`config.mk`:
```
export PLATFORM = sky130hd
export DESIGN_NAME = call_scheduler_flat
export DESIGN_NICKNAME = d
export VERILOG_FILES = /design/src/rtl/call_scheduler_if.sv /design/src/rtl/call_scheduler.sv /design/src/flat_wrapper.sv
export SDC_FILE = /design/constraint.sdc
export NUM_CORES = 1
export LEC_CHECK = 0
export CORE_UTILIZATION = 35
export CTS_BUF_LIST = sky130_fd_sc_hd__clkbuf_16
export CTS_CLUSTER_DIAMETER = 50
export DETAILED_ROUTE_END_ITERATION = 6
export GPL_ROUTABILITY_DRIVEN = 0
export PLACE_DENSITY = 0.66
export SLEW_MARGIN = 0
export SYNTH_ARGS = -nofsm -noshare
export SYNTH_HDL_FRONTEND = slang
export SYNTH_SLANG_ARGS = --single-unit
```
`constraint.sdc`:
```
create_clock -name clk -period 1.6 [get_ports clk]
set_input_delay 0.16 -clock clk [delete_from_list [all_inputs] [get_ports clk]]
set_output_delay 0.16 -clock clk [all_outputs]
set_load 0.005 [all_outputs]
```
`src/rtl/call_scheduler_if.sv`:
```
// Call-button, car-position and scheduler-output bundle for call_scheduler.
// The master side is the car controller / panel; the slave side is the scheduler.
interface call_scheduler_if;
  logic       btn1;
  logic       btn2;
  logic       btn3;
  logic [1:0] floor;
  logic       arrived;
  logic       sos_mode;
  logic       weight_limit_exceeded;
  logic       led1;
  logic       led2;
  logic       led3;
  logic [1:0] goal_floor;
  logic       goal_valid;
  logic [1:0] dir;

  modport master (
    output btn1, btn2, btn3, floor, arrived, sos_mode, weight_limit_exceeded,
    input  led1, led2, led3, goal_floor, goal_valid, dir
  );

  modport slave (
    input  btn1, btn2, btn3, floor, arrived, sos_mode, weight_limit_exceeded,
    output led1, led2, led3, goal_floor, goal_valid, dir
  );
endinterface

```
`src/rtl/call_scheduler.sv`:
```
// Three-floor elevator call scheduler: button qualification, request latching, direction FSM, goal selection.
// Optional macro CALL_DEBOUNCE_EN adds per-button saturating debounce counters.
module call_scheduler #(
  parameter int         DEBOUNCE_CYCLES = 4,
  parameter logic [1:0] labelF1         = 2'b00,
  parameter logic [1:0] labelF2         = 2'b01,
  parameter logic [1:0] labelF3         = 2'b10
) (
  input logic              clk,
  input logic              button_reset,
  call_scheduler_if.slave  bus
);

  typedef enum logic [1:0] {
    IDLE = 2'b00,
    UP   = 2'b01,
    DOWN = 2'b10
  } dir_t;

  localparam logic [1:0] LABELS [3] = '{labelF1, labelF2, labelF3};

  if (DEBOUNCE_CYCLES < 1 || DEBOUNCE_CYCLES > 15) begin : g_bad_debounce
    $error("call_scheduler: DEBOUNCE_CYCLES must be in 1..15");
  end

  logic [2:0] raw_btn;
  logic [2:0] sync1;
  logic [2:0] sync2;
  logic [2:0] press;
  logic [1:0] cur_floor;
  logic [2:0] led;
  logic [2:0] led_next;
  dir_t       state;
  dir_t       next_state;
  logic [1:0] goal_q;
  logic [1:0] goal_next;
  logic       valid_q;
  logic       valid_next;
  logic       up_found;
  logic       down_found;
  logic [1:0] up_goal;
  logic [1:0] down_goal;

  assign raw_btn   = {bus.btn3, bus.btn2, bus.btn1};
  assign cur_floor = (bus.floor == 2'b11) ? labelF1 : bus.floor;

  always_ff @(posedge clk or posedge button_reset) begin
    if (button_reset) begin
      sync1 <= '0;
      sync2 <= '0;
    end else begin
      sync1 <= raw_btn;
      sync2 <= sync1;
    end
  end

`ifdef CALL_DEBOUNCE_EN
  localparam logic [3:0] DEB_MAX = 4'(DEBOUNCE_CYCLES);

  logic [3:0] cnt [3];
  logic [2:0] press_q;

  // press_q fires once, on the edge the counter steps into saturation
  always_ff @(posedge clk or posedge button_reset) begin
    if (button_reset) begin
      for (int i = 0; i < 3; i++) cnt[i] <= '0;
      press_q <= '0;
    end else begin
      for (int i = 0; i < 3; i++) begin
        if (!sync2[i]) begin
          cnt[i]     <= '0;
          press_q[i] <= 1'b0;
        end else begin
          if (cnt[i] != DEB_MAX) cnt[i] <= cnt[i] + 4'd1;
          press_q[i] <= (cnt[i] == DEB_MAX - 4'd1);
        end
      end
    end
  end

  assign press = press_q;
`else
  logic [2:0] sync_prev;

  always_ff @(posedge clk or posedge button_reset) begin
    if (button_reset) sync_prev <= '0;
    else              sync_prev <= sync2;
  end

  assign press = sync2 & ~sync_prev;
`endif

  // Request latching; a clear from arrived overrides a same-cycle set
  always_comb begin
    led_next = led;
    if (bus.sos_mode) begin
      led_next = '0;
    end else begin
      for (int i = 0; i < 3; i++) begin
        if (press[i] && !(LABELS[i] == cur_floor && state == IDLE)) led_next[i] = 1'b1;
        if (bus.arrived && LABELS[i] == cur_floor) led_next[i] = 1'b0;
      end
    end
  end

  always_comb begin
    up_found   = 1'b0;
    down_found = 1'b0;
    up_goal    = cur_floor;
    down_goal  = cur_floor;
    for (int i = 0; i < 3; i++) begin
      if (led[i] && LABELS[i] > cur_floor && (!up_found || LABELS[i] < up_goal)) begin
        up_found = 1'b1;
        up_goal  = LABELS[i];
      end
      if (led[i] && LABELS[i] < cur_floor && (!down_found || LABELS[i] > down_goal)) begin
        down_found = 1'b1;
        down_goal  = LABELS[i];
      end
    end
  end

  always_ff @(posedge clk or posedge button_reset) begin
    if (button_reset) begin
      led     <= '0;
      state   <= IDLE;
      goal_q  <= labelF1;
      valid_q <= 1'b0;
    end else begin
      led     <= led_next;
      state   <= next_state;
      goal_q  <= goal_next;
      valid_q <= valid_next;
    end
  end

  // Goal follows the registered direction, so it trails dir by one edge
  always_comb begin
    next_state = state;
    goal_next  = goal_q;
    valid_next = 1'b0;
    if (bus.sos_mode) begin
      next_state = IDLE;
      goal_next  = cur_floor;
    end else if (!bus.weight_limit_exceeded) begin
      case (state)
        UP:      next_state = up_found ? UP : (down_found ? DOWN : IDLE);
        DOWN:    next_state = down_found ? DOWN : (up_found ? UP : IDLE);
        default: next_state = up_found ? UP : (down_found ? DOWN : IDLE);
      endcase
      case (state)
        UP: begin
          goal_next  = up_goal;
          valid_next = up_found;
        end
        DOWN: begin
          goal_next  = down_goal;
          valid_next = down_found;
        end
        default: goal_next = cur_floor;
      endcase
    end
  end

  assign bus.led1       = led[0];
  assign bus.led2       = led[1];
  assign bus.led3       = led[2];
  assign bus.dir        = state;
  assign bus.goal_floor = goal_q;
  assign bus.goal_valid = valid_q;

endmodule
```
`src/flat_wrapper.sv`:
```
// flat-port wrapper written by rule: the top's interface ports become plain ports
module call_scheduler_flat 
#(
  parameter int         DEBOUNCE_CYCLES = 4,
  parameter logic [1:0] labelF1         = 2'b00,
  parameter logic [1:0] labelF2         = 2'b01,
  parameter logic [1:0] labelF3         = 2'b10
)
  (clk, button_reset, bus_btn1, bus_btn2, bus_btn3, bus_floor, bus_arrived, bus_sos_mode, bus_weight_limit_exceeded, bus_led1, bus_led2, bus_led3, bus_goal_floor, bus_goal_valid, bus_dir);
  call_scheduler_if bus_i ();
  input logic clk;
  input logic button_reset;
  input wire logic [$bits(bus_i.btn1)-1:0] bus_btn1;
  input wire logic [$bits(bus_i.btn2)-1:0] bus_btn2;
  input wire logic [$bits(bus_i.btn3)-1:0] bus_btn3;
  input wire logic [$bits(bus_i.floor)-1:0] bus_floor;
  input wire logic [$bits(bus_i.arrived)-1:0] bus_arrived;
  input wire logic [$bits(bus_i.sos_mode)-1:0] bus_sos_mode;
  input wire logic [$bits(bus_i.weight_limit_exceeded)-1:0] bus_weight_limit_exceeded;
  output wire logic [$bits(bus_i.led1)-1:0] bus_led1;
  output wire logic [$bits(bus_i.led2)-1:0] bus_led2;
  output wire logic [$bits(bus_i.led3)-1:0] bus_led3;
  output wire logic [$bits(bus_i.goal_floor)-1:0] bus_goal_floor;
  output wire logic [$bits(bus_i.goal_valid)-1:0] bus_goal_valid;
  output wire logic [$bits(bus_i.dir)-1:0] bus_dir;
  assign bus_i.btn1 = bus_btn1;
  assign bus_i.btn2 = bus_btn2;
  assign bus_i.btn3 = bus_btn3;
  assign bus_i.floor = bus_floor;
  assign bus_i.arrived = bus_arrived;
  assign bus_i.sos_mode = bus_sos_mode;
  assign bus_i.weight_limit_exceeded = bus_weight_limit_exceeded;
  assign bus_led1 = bus_i.led1;
  assign bus_led2 = bus_i.led2;
  assign bus_led3 = bus_i.led3;
  assign bus_goal_floor = bus_i.goal_floor;
  assign bus_goal_valid = bus_i.goal_valid;
  assign bus_dir = bus_i.dir;
  call_scheduler #(.DEBOUNCE_CYCLES(DEBOUNCE_CYCLES), .labelF1(labelF1), .labelF2(labelF2), .labelF3(labelF3)) u_core (.clk(clk), .button_reset(button_reset), .bus(bus_i));
endmodule
```
-- Yosys cells after proc, flatten, opt, wreduce, memory -nomap -nowiden
Index checks and enable logic that the tools add are counted.
- flip-flop bits (word level): 17
- input port bits: 10
- output and inout bits: 8
- word-level logic and storage cells: 95
- $lt $le $gt $ge: 10
- equality and inequality tests: 6
- muxes and demuxes: 33
- bitwise logic cells: 2
- reductions and logical operators: 35
- operators by type and width (cell ; count):
    $mux W2 ; 15
    $logic_and A1 B1 Y1 ; 19
    $mux W1 ; 15
    $reduce_bool A3 Y1 ; 3
    $logic_not A1 Y1 ; 7
    $gt A1 B2 Y1 const A ; 3
    $lt A1 B2 Y1 const A ; 3
    $eq A2 B2 Y1 const B ; 2
    $gt A2 B2 Y1 const A ; 2
    $logic_not A2 Y1 ; 2
    $logic_or A1 B1 Y1 ; 4
    $lt A2 B2 Y1 const A ; 2
    $pmux W2 S2 ; 1
    $and A3 B3 Y3 ; 1
    $mux W3 ; 1
    $not A3 Y3 ; 1
    $eq A1 B2 Y1 const A ; 1
    $eq A2 B1 Y1 const B ; 1
    $eq A2 B2 Y1 const A ; 1
    $ne A2 B2 Y1 const B ; 1
    $pmux W1 S2 ; 1

-- Logic depth before layout (Yosys ltp)
Gate-level depths: netlist of the first run.
- depth after elaboration: 18
- gate-level depth with buffers: 7
- mapped depth without buffers: 6

-- Worst setup path before layout of the first run
OpenSTA, ideal clock, no wires.
- kind: reg2reg
- from: register u_core.state[0], in the netlist u_core.bus.dir[0]
- to: register u_core.goal_q[1], in the netlist u_core.bus.goal_floor[1]
- setup time: 135 ps
- data arrival time: 1143 ps
- required time: 1465 ps
- path slack: 322 ps
- stages on the path, launching flop included: 6
- path buffers: 0
- clock period less this slack: 1278 ps
- cell sequence: dfrtp_1 inv_1 ha_1 and4b_1 o22ai_1 o211ai_1
- cells in the longest elaborated chain, start to end: 4
- elaborated cells on any way between the ends: 5
- classes of those cells: eq/ne (2); mux (3)
- ends and longest elaborated chain (item ; RTL line ; source):
    from (decl) ; call_scheduler.sv:33 ; dir_t state;
    from (signal assigned) ; call_scheduler.sv:131 ; state <= next_state;
    $eq A2 B2 Y1 / $eq A2 B1 Y1 (equally long branches) ; call_scheduler.sv:151 ; case (state)
    $pmux W2 S2 (*) ; call_scheduler.sv:151 ;
    $mux W2 (*) ; call_scheduler.sv:145 ; end else if (!bus.weight_limit_exceeded) begin
    $mux W2 (*) ; call_scheduler.sv:142 ; if (bus.sos_mode) begin
    to (signal assigned) ; call_scheduler.sv:127 ; goal_q <= labelF1;
    to (signal assigned) ; call_scheduler.sv:132 ; goal_q <= goal_next;
    to (decl) ; call_scheduler.sv:35 ; logic [1:0] goal_q;
Every way passes the cells marked *; elsewhere a longest branch is shown, timed or not. The select of a mux whose other input is x is not followed.
A chain may end at the register's enable or synchronous reset.

-- Final worst setup path of the first run
- from: input bus_floor[0]
- to: register u_core.goal_q[1], in the netlist u_core.bus.goal_floor[1]
- cells in the longest elaborated chain, start to end: 16
- elaborated cells on any way between the ends: 43
- classes of those cells: order compare (10); eq/ne (1); mux (14); reduce/logical (18)
- ends and longest elaborated chain (item ; RTL line ; source):
    from (decl) ; flat_wrapper.sv:16 ; input wire logic [$bits(bus_i.floor)-1:0] bus_floor;
    $eq A2 B2 Y1 ; call_scheduler.sv:45 ; assign cur_floor = (bus.floor == 2'b11) ? labelF1 : bus.floor;
    $mux W2 (*) ; call_scheduler.sv:45 ;
    $lt A1 B2 Y1 / $gt A1 B2 Y1 (equally long branches) ; - ;
    $logic_and A1 B1 Y1, on equally long branches ; call_scheduler.sv:116, call_scheduler.sv:112 ;
    $mux W2, or another cell as far along ; call_scheduler.sv:116 ; if (led[i] && LABELS[i] < cur_floor && (!down_found || LABELS[i] > down_goal)) begin
    $gt A1 B2 Y1, or another cell as far along ; call_scheduler.sv:116 ;
    $logic_or A1 B1 Y1, on equally long branches ; call_scheduler.sv:116, call_scheduler.sv:112 ;
    $logic_and A1 B1 Y1, on equally long branches ; call_scheduler.sv:116, call_scheduler.sv:112 ;
    $mux W2, or another cell as far along ; call_scheduler.sv:116 ;
    $gt A2 B2 Y1, or another cell as far along ; call_scheduler.sv:116 ;
    $logic_or A1 B1 Y1, on equally long branches ; call_scheduler.sv:116, call_scheduler.sv:112 ;
    $logic_and A1 B1 Y1, on equally long branches ; call_scheduler.sv:116, call_scheduler.sv:112 ;
    $mux W2, on equally long branches ; call_scheduler.sv:116, call_scheduler.sv:112 ;
    $pmux W2 S2 ; call_scheduler.sv:151 ;
    $mux W2 ; call_scheduler.sv:145 ;
    $mux W2 (*) ; call_scheduler.sv:142 ;
Marked as above.

==> flow_metrics.py, run 1 <==
metrics = {
    "placement": {
        "dp_slack_ns": -0.2833,
        "port_buffers": 17,
        "dp.cells": 131,
        "dp_hpwl_um": 1215,
    },
    "sta": {
        "hold_viol_final": 0,
        "tns_ns": 0,
        "rsz0062_at_grt": "false",
        "fin_crit_ns": 1.474,
        "drv_slew": 0,
        "fin_crit_sh": 0.9213,
        "slew_headroom": 0.7936,
        "finalSetupViolations": 0,
        "fmax_ghz": 0.6784,
        "skew_ns": 0.001330,
        "tightest_slew_ns": 0.3093,
        "worst_slack_ns": 0.1259,
    },
    "worst_setup_path": {
        "worstPathCellList": "clkdlybuf4s50_1, inv_1, ha_4, buf_4, nand2_1, and4b_1, o22ai_1, o211ai_1",
        "max_stage_delay_ns": 0.47,
        "rrSetupSlack_ns": 0.20,
        "cp_max_fo": 3,
        "crit_path_end_kind": "register",
        "arrival_ns": 1.59,
        "crit_type": "in -> reg",
        "crit_slowest_cell": "clkdlybuf4s50_1",
        "required_ns": 1.72,
        "critical_path.top_delay_family": "buffers and inverters",
        "crit_buf_inv": 3,
        "startpoint_type": "input port",
    },
    "yosys": {
        "syn_area_um2": 809.5,
        "synth.distinct_cells": 26,
        "synth_area_per_cell_um2": 10.25,
        "ys_seq_elements": 17,
        "synth_enable_flop_cells": 0,
        "yosys-top-cells-count": "17 x dfrtp_1, 10 x inv_1, 10 x nand2_1",
        "yosysTopAreaCell": "dfrtp_1",
        "synthMostInstantiatedCell": "dfrtp_1",
        "synth_area_leaders": "dfrtp_1 53%, ha_1 9.3%, inv_1 4.6%, nand2_1 4.6%, a211oi_1 2.8%",
        "synthFlopType": "dfrtp_1",
        "yosysTopAreaCellShare": 0.5255,
        "syn_inst": 79,
        "ys_warn_count": 0,
        "async_reset_ff_frac": 1.000,
        "synth_nets": 95,
        "seq_area_frac_synth": 0.5255,
    },
    "clock_tree": {
        "cts.reportedPaths.clkPinSlew_ns": 0.05,
        "clockBufferDepth": 2,
        "htreeDepth": 1,
        "clkLatencyLatePin_ns": 0.25,
        "root_buffer": "clkbuf_16",
        "cts_sinks": 17,
        "cts_tree": "done",
        "numCtsBuffers": 3,
    },
    "floorplan": {
        "core_um2": 2191,
        "start_util": 0.3695,
        "fp.dieArea_um2": 2509,
        "num_rows": 17,
        "fp.dieW_um": 50.09,
        "io_pins": 18,
        "die_h_um": 50.09,
    },
    "detailed_routing": {
        "wirelength_um": 1580,
        "met2WireLength_um": 756,
        "drtIter0Drc": 5,
        "met3_length_um": 78,
        "drc": 0,
        "wl_per_cell_um": 11.70,
        "antenna_left": 0,
        "top_layer_used": "met3",
        "dr.pass1.iters": 2,
        "wl_met1_um": 744,
        "vias_per_cell": 4.800,
        "num_vias": 648,
    },
    "power": {
        "max-vdd-ir-drop_uv": 718.6,
        "powerDensity_nw_per_um2": 976.2,
        "power_leakage_nw": 0.5063,
    },
    "cells_and_area": {
        "fin_cells": 135,
        "drive_above_1_share": 0.1402,
        "nFillCells": 205,
        "syn_to_final_growth_pct": 44.20,
        "n_antenna_cell": 0,
        "fin_nets": 124,
    },
    "global_route": {
        "grt_pass1_wl_um": 2635,
        "antenna_found_initial": 0,
        "grt.total_usage": 0.1411,
        "grt_pass1_vias": 599,
        "grt_max_degree": 12,
        "overflow": 0,
    },
    "outcome": {
        "status": "finished clean",
    },
    "flow_run": {
        "max_cap_violations": 0,
    },
    "min_path": {
        "min_path_type": "in -> async",
    },
}
[flip-flops by register name (all words and copies together) (netlist names)]
register	count
u_core.bus.dir	2
u_core.sync2	3
u_core.sync_prev	3
u_core.sync1	3
u_core.bus.goal_valid	1
u_core.led	3
u_core.bus.goal_floor	2
[worst register-to-register path: cells and delay by family, from the launching register on]
| family | cells | cell delay, ns |
|---|---|---|
| adders and majority gates | 1 | 0.33 |
| and+or+nand+nor | 1 | 0.30 |
| AOI/OAI and AO/OA | 1 | 0.15 |
| DFF | 1 | 0.39 |
| buffers and inverters | 1 | 0.08 |
[cells in the final DEF, fill, tap and decap left out, types with 2 or more instances in the layout]
cell / n
clkdlybuf4s50_1: 17
dfrtp_1: 17
nand2_1: 10
inv_1: 10
buf_4: 9
ha_1: 5
nand3_1: 4
nor2_1: 4
a211oi_1: 3
clkbuf_16: 3
nor2b_1: 2
a21oi_1: 2
o22ai_1: 2
nand2b_1: 2
a31oi_1: 2
[report_power, final]
part | internal, mW | switching, mW
clock | 0.337 | 0.169
combinational | 0.0919 | 0.0710
sequential | 0.455 | 0.0161
[per-stage QoR]
step,hold slack (ns),cell area (um2),power [mW],util
floorplan,0.08607,809.5,0.5493,-
global placement,0.3339,1067,0.6335,0.4872
detailed placement,0.3355,1067,0.6355,0.4872
CTS,0.1614,1155,1.149,0.5271
global route,0.2036,1167,1.193,0.5328
finish,0.1546,1167,1.140,0.5328
[timing repair]
item                                    CTS  global route
endpoints found under the setup margin    1             2
hold endpoints to repair                  0             0
buffers inserted                          0             0
resized for setup                         1             1
hold buffers                              0             0
[cell families after synthesis]
kind of cell             Yosys count  share of synthesized area
AND/OR/NAND/NOR                   26                     0.1592
AO/OA/AOI/OAI                     18                     0.1576
buffers and inverters             12                    0.06491
flip-flops                        17                     0.5255
adder cells (fa/ha/maj)            6                    0.09273
[path summary, 6_finish.rpt]
kind / from / to / cells after the start
worst max-delay path: bus_floor[0] / u_core.bus.goal_floor[1]$_DFFE_PP0P_ / 8
worst min-delay path: button_reset / u_core.led[0]$_DFFE_PP0P_ / 2
worst max register to register: u_core.bus.dir[0]$_DFFE_PP0P_ / u_core.bus.goal_floor[0]$_DFFE_PP0P_ / 4
worst min register to register: u_core.sync1[2]$_DFF_PP0_ / u_core.sync2[2]$_DFF_PP0_ / 0
max in group asynchronous: button_reset / u_core.sync1[2]$_DFF_PP0_ / 3
min in group clk: u_core.sync1[2]$_DFF_PP0_ / u_core.sync2[2]$_DFF_PP0_ / 0
[metal layers]
| metal | track usage | vias to the layer above |
|---|---|---|
| met5 | 0 | - |
| met3 | 0.04938 | 0 |
| met4 | 0.04286 | 0 |
| li1 | - | 329 |
| met2 | 0.2311 | 16 |
| met1 | 0.1715 | 303 |
[final cells by class]
cell class              count  area [um2]  share of cell area
flip-flops and latches     17       425.4              0.3644
multi-input cells          50       349.1              0.2990
repair buffers             26       237.7              0.2036
clock buffers               3       75.07             0.06431
inverters                  10       37.54             0.03215
well taps                  28       35.03             0.03001
clock inverters             1       7.507            0.006431
Power figures use the tool's default switching activity.
==> run 2, diff against run 1 <==
--- a/config.mk
+++ b/config.mk
@@ -10,7 +10,6 @@
 export CTS_CLUSTER_DIAMETER = 50
 export DETAILED_ROUTE_END_ITERATION = 6
 export GPL_ROUTABILITY_DRIVEN = 0
-export PLACE_DENSITY = 0.66
 export SLEW_MARGIN = 0
 export SYNTH_ARGS = -nofsm -noshare
 export SYNTH_HDL_FRONTEND = slang
==> flow_metrics.py, run 2 (synthesis results as in run 1) <==
metrics = {
    "clock_tree": {
        "cts_sinks": 17,
        "cts.reportedPaths.clkPinSlew_ns": 0.05,
        "numCtsBuffers": 3,
        "cts_tree": "done",
        "clockBufferDepth": 2,
        "postCtsSetupBuffers": 0,
        "root_buffer": "clkbuf_16",
        "clkLatencyLatePin_ns": 0.24,
        "htreeDepth": 1,
    },
    "global_route": {
        "grt_pass1_vias": 695,
        "grt.total_usage": 0.1568,
        "overflow": 0,
        "antenna_found_initial": 0,
        "grt_max_degree": 10,
        "grt_pass1_wl_um": 2932,
    },
    "detailed_routing": {
        "num_vias": 656,
        "vias_per_cell": 4.824,
        "antenna_left": 0,
        "wirelength_um": 1702,
        "drtIter0Drc": 12,
        "wl_per_cell_um": 12.51,
        "drc": 0,
        "dr.pass1.iters": 4,
    },
    "floorplan": {
        "die_h_um": 50.09,
        "core_um2": 2191,
        "start_util": 0.3695,
        "num_rows": 17,
        "fp.dieArea_um2": 2509,
        "fp.dieW_um": 50.09,
        "io_pins": 18,
    },
    "outcome": {
        "status": "finished clean",
    },
    "sta": {
        "drv_slew": 0,
        "tightest_slew_ns": 0.3219,
        "fin_crit_ns": 1.524,
        "finalSetupViolations": 0,
        "whs_ns": 0.1631,
        "hold_viol_final": 0,
        "worst_slack_ns": 0.07624,
        "slew_headroom": 0.7852,
        "rsz0062_at_grt": "false",
        "tns_ns": 0,
        "fmax_ghz": 0.6563,
        "fin_crit_sh": 0.9524,
        "skew_ns": 0.003310,
    },
    "power": {
        "power_leakage_nw": 0.5164,
        "max-vdd-ir-drop_uv": 710.8,
        "powerDensity_nw_per_um2": 962.5,
        "finalPower_mw": 1.118,
    },
    "flow_run": {
        "max_cap_violations": 0,
    },
    "cells_and_area": {
        "nFillCells": 190,
        "syn_to_final_growth_pct": 43.43,
        "final_cell_mix": "17 x clkdlybuf4s50_1, 17 x dfrtp_1, 11 x inv_1",
        "n_antenna_cell": 0,
        "fin_nets": 125,
        "final_core_util": 0.5300,
        "drive_above_1_share": 0.1389,
        "stdcell_area_um2": 1161,
        "fin_cells": 136,
    },
    "placement": {
        "dp.cells": 132,
        "port_buffers": 17,
        "dp_slack_ns": -0.2415,
        "dp_hpwl_um": 1278,
        "place_area_um2": 1075,
    },
    "min_path": {
        "min_path_type": "in -> async",
    },
    "worst_setup_path": {
        "max_stage_delay_ns": 0.47,
        "crit_type": "in -> reg",
        "startpoint_type": "input port",
        "crit_slowest_cell": "clkdlybuf4s50_1",
        "reg2reg_from": "u_core.bus.dir[0]$_DFFE_PP0P_",
        "rrSetupSlack_ns": 0.22,
        "crit_path_end_kind": "register",
        "arrival_ns": 1.64,
        "worstPathCellList": "clkdlybuf4s50_1, inv_1, ha_1, buf_4, nand2_1, and4b_1, o22ai_1, o211ai_1",
        "required_ns": 1.72,
        "cp_max_fo": 3,
        "reg2reg_depth": 5,
        "r2r_end": "u_core.bus.goal_floor[1]$_DFFE_PP0P_",
    },
}
[run 2: cell type report]
cell class | instances | area, um2 | share of cell area
Clock buffer | 3 | 75.07 | 0.06466
Clock inverter | 1 | 3.754 | 0.003233
Inverter | 10 | 37.54 | 0.03233
Multi-Input combinational cell | 50 | 339.1 | 0.2920
Sequential cell | 17 | 425.4 | 0.3664
Tap cell | 28 | 35.03 | 0.03017
Timing Repair Buffer | 27 | 245.2 | 0.2112
[run 2: worst max path at each step]
stage                                        from                              endpoint  slack (ns)
floorplan           u_core.bus.dir[0]$_DFFE_PP0P_  u_core.bus.goal_floor[1]$_DFFE_PP0P_        0.32
global placement                     bus_floor[0]  u_core.bus.goal_floor[1]$_DFFE_PP0P_       -0.14
detailed placement                   bus_floor[0]         u_core.bus.dir[1]$_DFFE_PP0P_       -0.24
CTS                                  bus_floor[0]         u_core.bus.dir[1]$_DFFE_PP0P_        0.02
global route                         bus_floor[0]  u_core.bus.goal_floor[1]$_DFFE_PP0P_        0.01
finish                               bus_floor[0]  u_core.bus.goal_floor[1]$_DFFE_PP0P_        0.08
[run 2: timing repair]
item | 4_1_cts | 5_1_grt
endpoints found under the setup margin | 0 | 1
resized for setup | 0 | 2
hold buffers | 0 | 0
[run 2: worst max-delay path: cells and delay by family]
| family | cells | cell delay [ns] |
|---|---|---|
| adder cells (fa/ha/maj) | 1 | 0.30 |
| AO/OA/AOI/OAI | 2 | 0.25 |
| AND/OR/NAND/NOR | 2 | 0.28 |
| buffers and inverters | 3 | 0.64 |
[run 2: per-layer routing]
layer | track usage | share of wire
met1 | 0.1859 | 0.42
met2 | 0.2778 | 0.52
met3 | 0.02778 | 0.041
met4 | 0.05714 | 0.017
met5 | 0 | 0
[run 2: report_power, final]
part | switching [mW] | total (mW) | internal (mW)
combinational | 0.0723 | 0.164 | 0.0918
clock | 0.150 | 0.481 | 0.331
sequential | 0.0169 | 0.472 | 0.455
==> run 3, diff against run 2 <==
--- a/config.mk
+++ b/config.mk
@@ -10,6 +10,7 @@
 export CTS_CLUSTER_DIAMETER = 50
 export DETAILED_ROUTE_END_ITERATION = 6
 export GPL_ROUTABILITY_DRIVEN = 0
+export GPL_TIMING_DRIVEN = 0
 export SLEW_MARGIN = 0
 export SYNTH_ARGS = -nofsm -noshare
 export SYNTH_HDL_FRONTEND = slang
==> constraint.sdc (replaced) <==
create_clock -name clk -period 1.71 [get_ports clk]
set_input_delay 0.171 -clock clk [delete_from_list [all_inputs] [get_ports clk]]
set_output_delay 0.171 -clock clk [all_outputs]
set_load 0.005 [all_outputs]
==> flow_metrics.py, run 3 (synthesis results as in run 1) <==
metrics = {
    "cells_and_area": {
        "drive_above_1_share": 0.06061,
        "n_antenna_cell": 0,
        "final_cell_mix": "17 x dfrtp_1, 16 x clkdlybuf4s50_1, 11 x inv_1",
        "fin_nets": 116,
        "final_common_cell": "dfrtp_1",
        "syn_to_final_growth_pct": 34.47,
    },
    "detailed_routing": {
        "num_vias": 651,
        "antenna_left": 0,
        "vias_per_cell": 5.126,
        "dr.pass1.iters": 4,
        "wirelength_um": 1515,
        "drc": 0,
        "drtIter0Drc": 12,
        "wl_per_cell_um": 11.93,
    },
    "global_route": {
        "grt.total_usage": 0.1403,
        "grt_max_degree": 18,
        "overflow": 0,
        "grt_pass1_wl_um": 2539,
        "grt_pass1_vias": 595,
        "antenna_found_initial": 0,
    },
    "clock_tree": {
        "cts_tree": "done",
        "htreeDepth": 1,
        "root_buffer": "clkbuf_16",
        "cts_sinks": 17,
        "clkLatencyLatePin_ns": 0.24,
        "clockBufferDepth": 2,
        "cts.reportedPaths.clkPinSlew_ns": 0.05,
        "postCtsSetupBuffers": 0,
        "holdBufCountCts": 0,
        "numCtsBuffers": 3,
    },
    "worst_setup_path": {
        "r2r_end": "u_core.bus.goal_floor[0]$_DFFE_PP0P_",
        "required_ns": 1.82,
        "crit_path_end_kind": "register",
        "reg2reg_from": "u_core.bus.dir[0]$_DFFE_PP0P_",
        "arrival_ns": 1.69,
        "rrSetupSlack_ns": 0.31,
        "reg2reg_depth": 4,
        "startpoint_type": "input port",
        "startpoint": "bus_floor[0]",
        "cp_max_fo": 8,
        "crit_type": "in -> reg",
    },
    "sta": {
        "rsz0062_at_grt": "false",
        "tns_ns": 0,
        "skew_ns": 0.003010,
        "fin_crit_sh": 0.9213,
        "worst_slack_ns": 0.1346,
        "drv_slew": 0,
        "fin_crit_ns": 1.575,
        "fmax_ghz": 0.6348,
        "tightest_slew_ns": 0.6216,
        "slew_headroom": 0.5852,
        "whs_ns": 0.1684,
        "hold_viol_final": 0,
        "finalSetupViolations": 0,
    },
    "placement": {
        "port_buffers": 16,
        "dp_slack_ns": -0.3242,
        "dp_hpwl_um": 1112,
    },
    "power": {
        "max-vdd-ir-drop_uv": 595.3,
        "powerDensity_nw_per_um2": 941.4,
        "power_leakage_nw": 0.4738,
        "finalPower_mw": 1.025,
    },
    "floorplan": {
        "start_util": 0.3695,
        "die_h_um": 50.09,
        "io_pins": 18,
        "core_um2": 2191,
        "num_rows": 17,
        "fp.dieArea_um2": 2509,
        "fp.dieW_um": 50.09,
    },
    "min_path": {
        "holdPathStages": 2,
        "hold_end": "u_core.led[2]$_DFFE_PP0P_",
        "min_from": "bus_sos_mode",
        "min_path_type": "in -> reg",
    },
    "flow_run": {
        "max_cap_violations": 0,
    },
    "outcome": {
        "status": "finished clean",
    },
}
[run 3: cell type report]
| class | count | area, um2 |
|---|---|---|
| buffer | 2 | 15.01 |
| clock buffer | 3 | 75.07 |
| clock inverter | 1 | 3.754 |
| fill | 210 | 1102 |
| inverter | 10 | 37.54 |
| multi-input combinational | 50 | 336.6 |
| sequential | 17 | 425.4 |
| tap | 28 | 35.03 |
| timing repair buffer | 16 | 160.2 |
[run 3: how the worst max path moves through the flow]
stage	slack, ns	cells after the start	to
after floorplan	0.43	5	u_core.bus.goal_floor[1]$_DFFE_PP0P_
after global placement	-0.26	7	u_core.bus.dir[1]$_DFFE_PP0P_
after detailed placement	-0.32	7	u_core.bus.dir[1]$_DFFE_PP0P_
after CTS	0.007	7	u_core.bus.dir[1]$_DFFE_PP0P_
after global routing	0.03	7	u_core.bus.dir[1]$_DFFE_PP0P_
final	0.13	7	u_core.bus.dir[1]$_DFFE_PP0P_
[run 3: per-layer routing]
metal | part of all wire | vias to the layer above | GRT usage
met5 | 0 | - | 0
met4 | 0.030 | 0 | 0.09048
met3 | 0.046 | 6 | 0.03086
met2 | 0.50 | 18 | 0.2222
met1 | 0.42 | 313 | 0.1693
li1 | - | 314 | -
[run 3: per-stage QoR]
| step | cells | utilization | area (um2) |
|---|---|---|---|
| final | 127 | 0.4969 | 1089 |
| after global routing | 127 | 0.4969 | 1089 |
| after CTS | 127 | 0.4969 | 1089 |
| after detailed placement | 123 | 0.4586 | 1005 |
| after global placement | 123 | 0.4586 | 1005 |
| after floorplan | 79 | - | 809.5 |
[run 3: timing repair]
action                                 4_1_cts  5_1_grt
resized for setup                            1        0
pin swaps                                    0        1
endpoints found under the hold margin        0        0
setup endpoints to repair                    1        1
[run 3: power by group]
group	total [mW]	switching, mW	leakage, nW	internal (mW)
clock network	0.450	0.140	0.0423	0.310
registers	0.442	0.0154	0.211	0.426
logic	0.133	0.0631	0.220	0.0701
total	1.02	0.219	0.474	0.806
[run 3: worst max-delay path: stages]
cell and delay, ns:
clkdlybuf4s50_1 0.51, inv_1 0.05, ha_1 0.18, buf_4 0.16, nand2b_1 0.18, a211oi_1 0.35
a2111oi_2 0.09
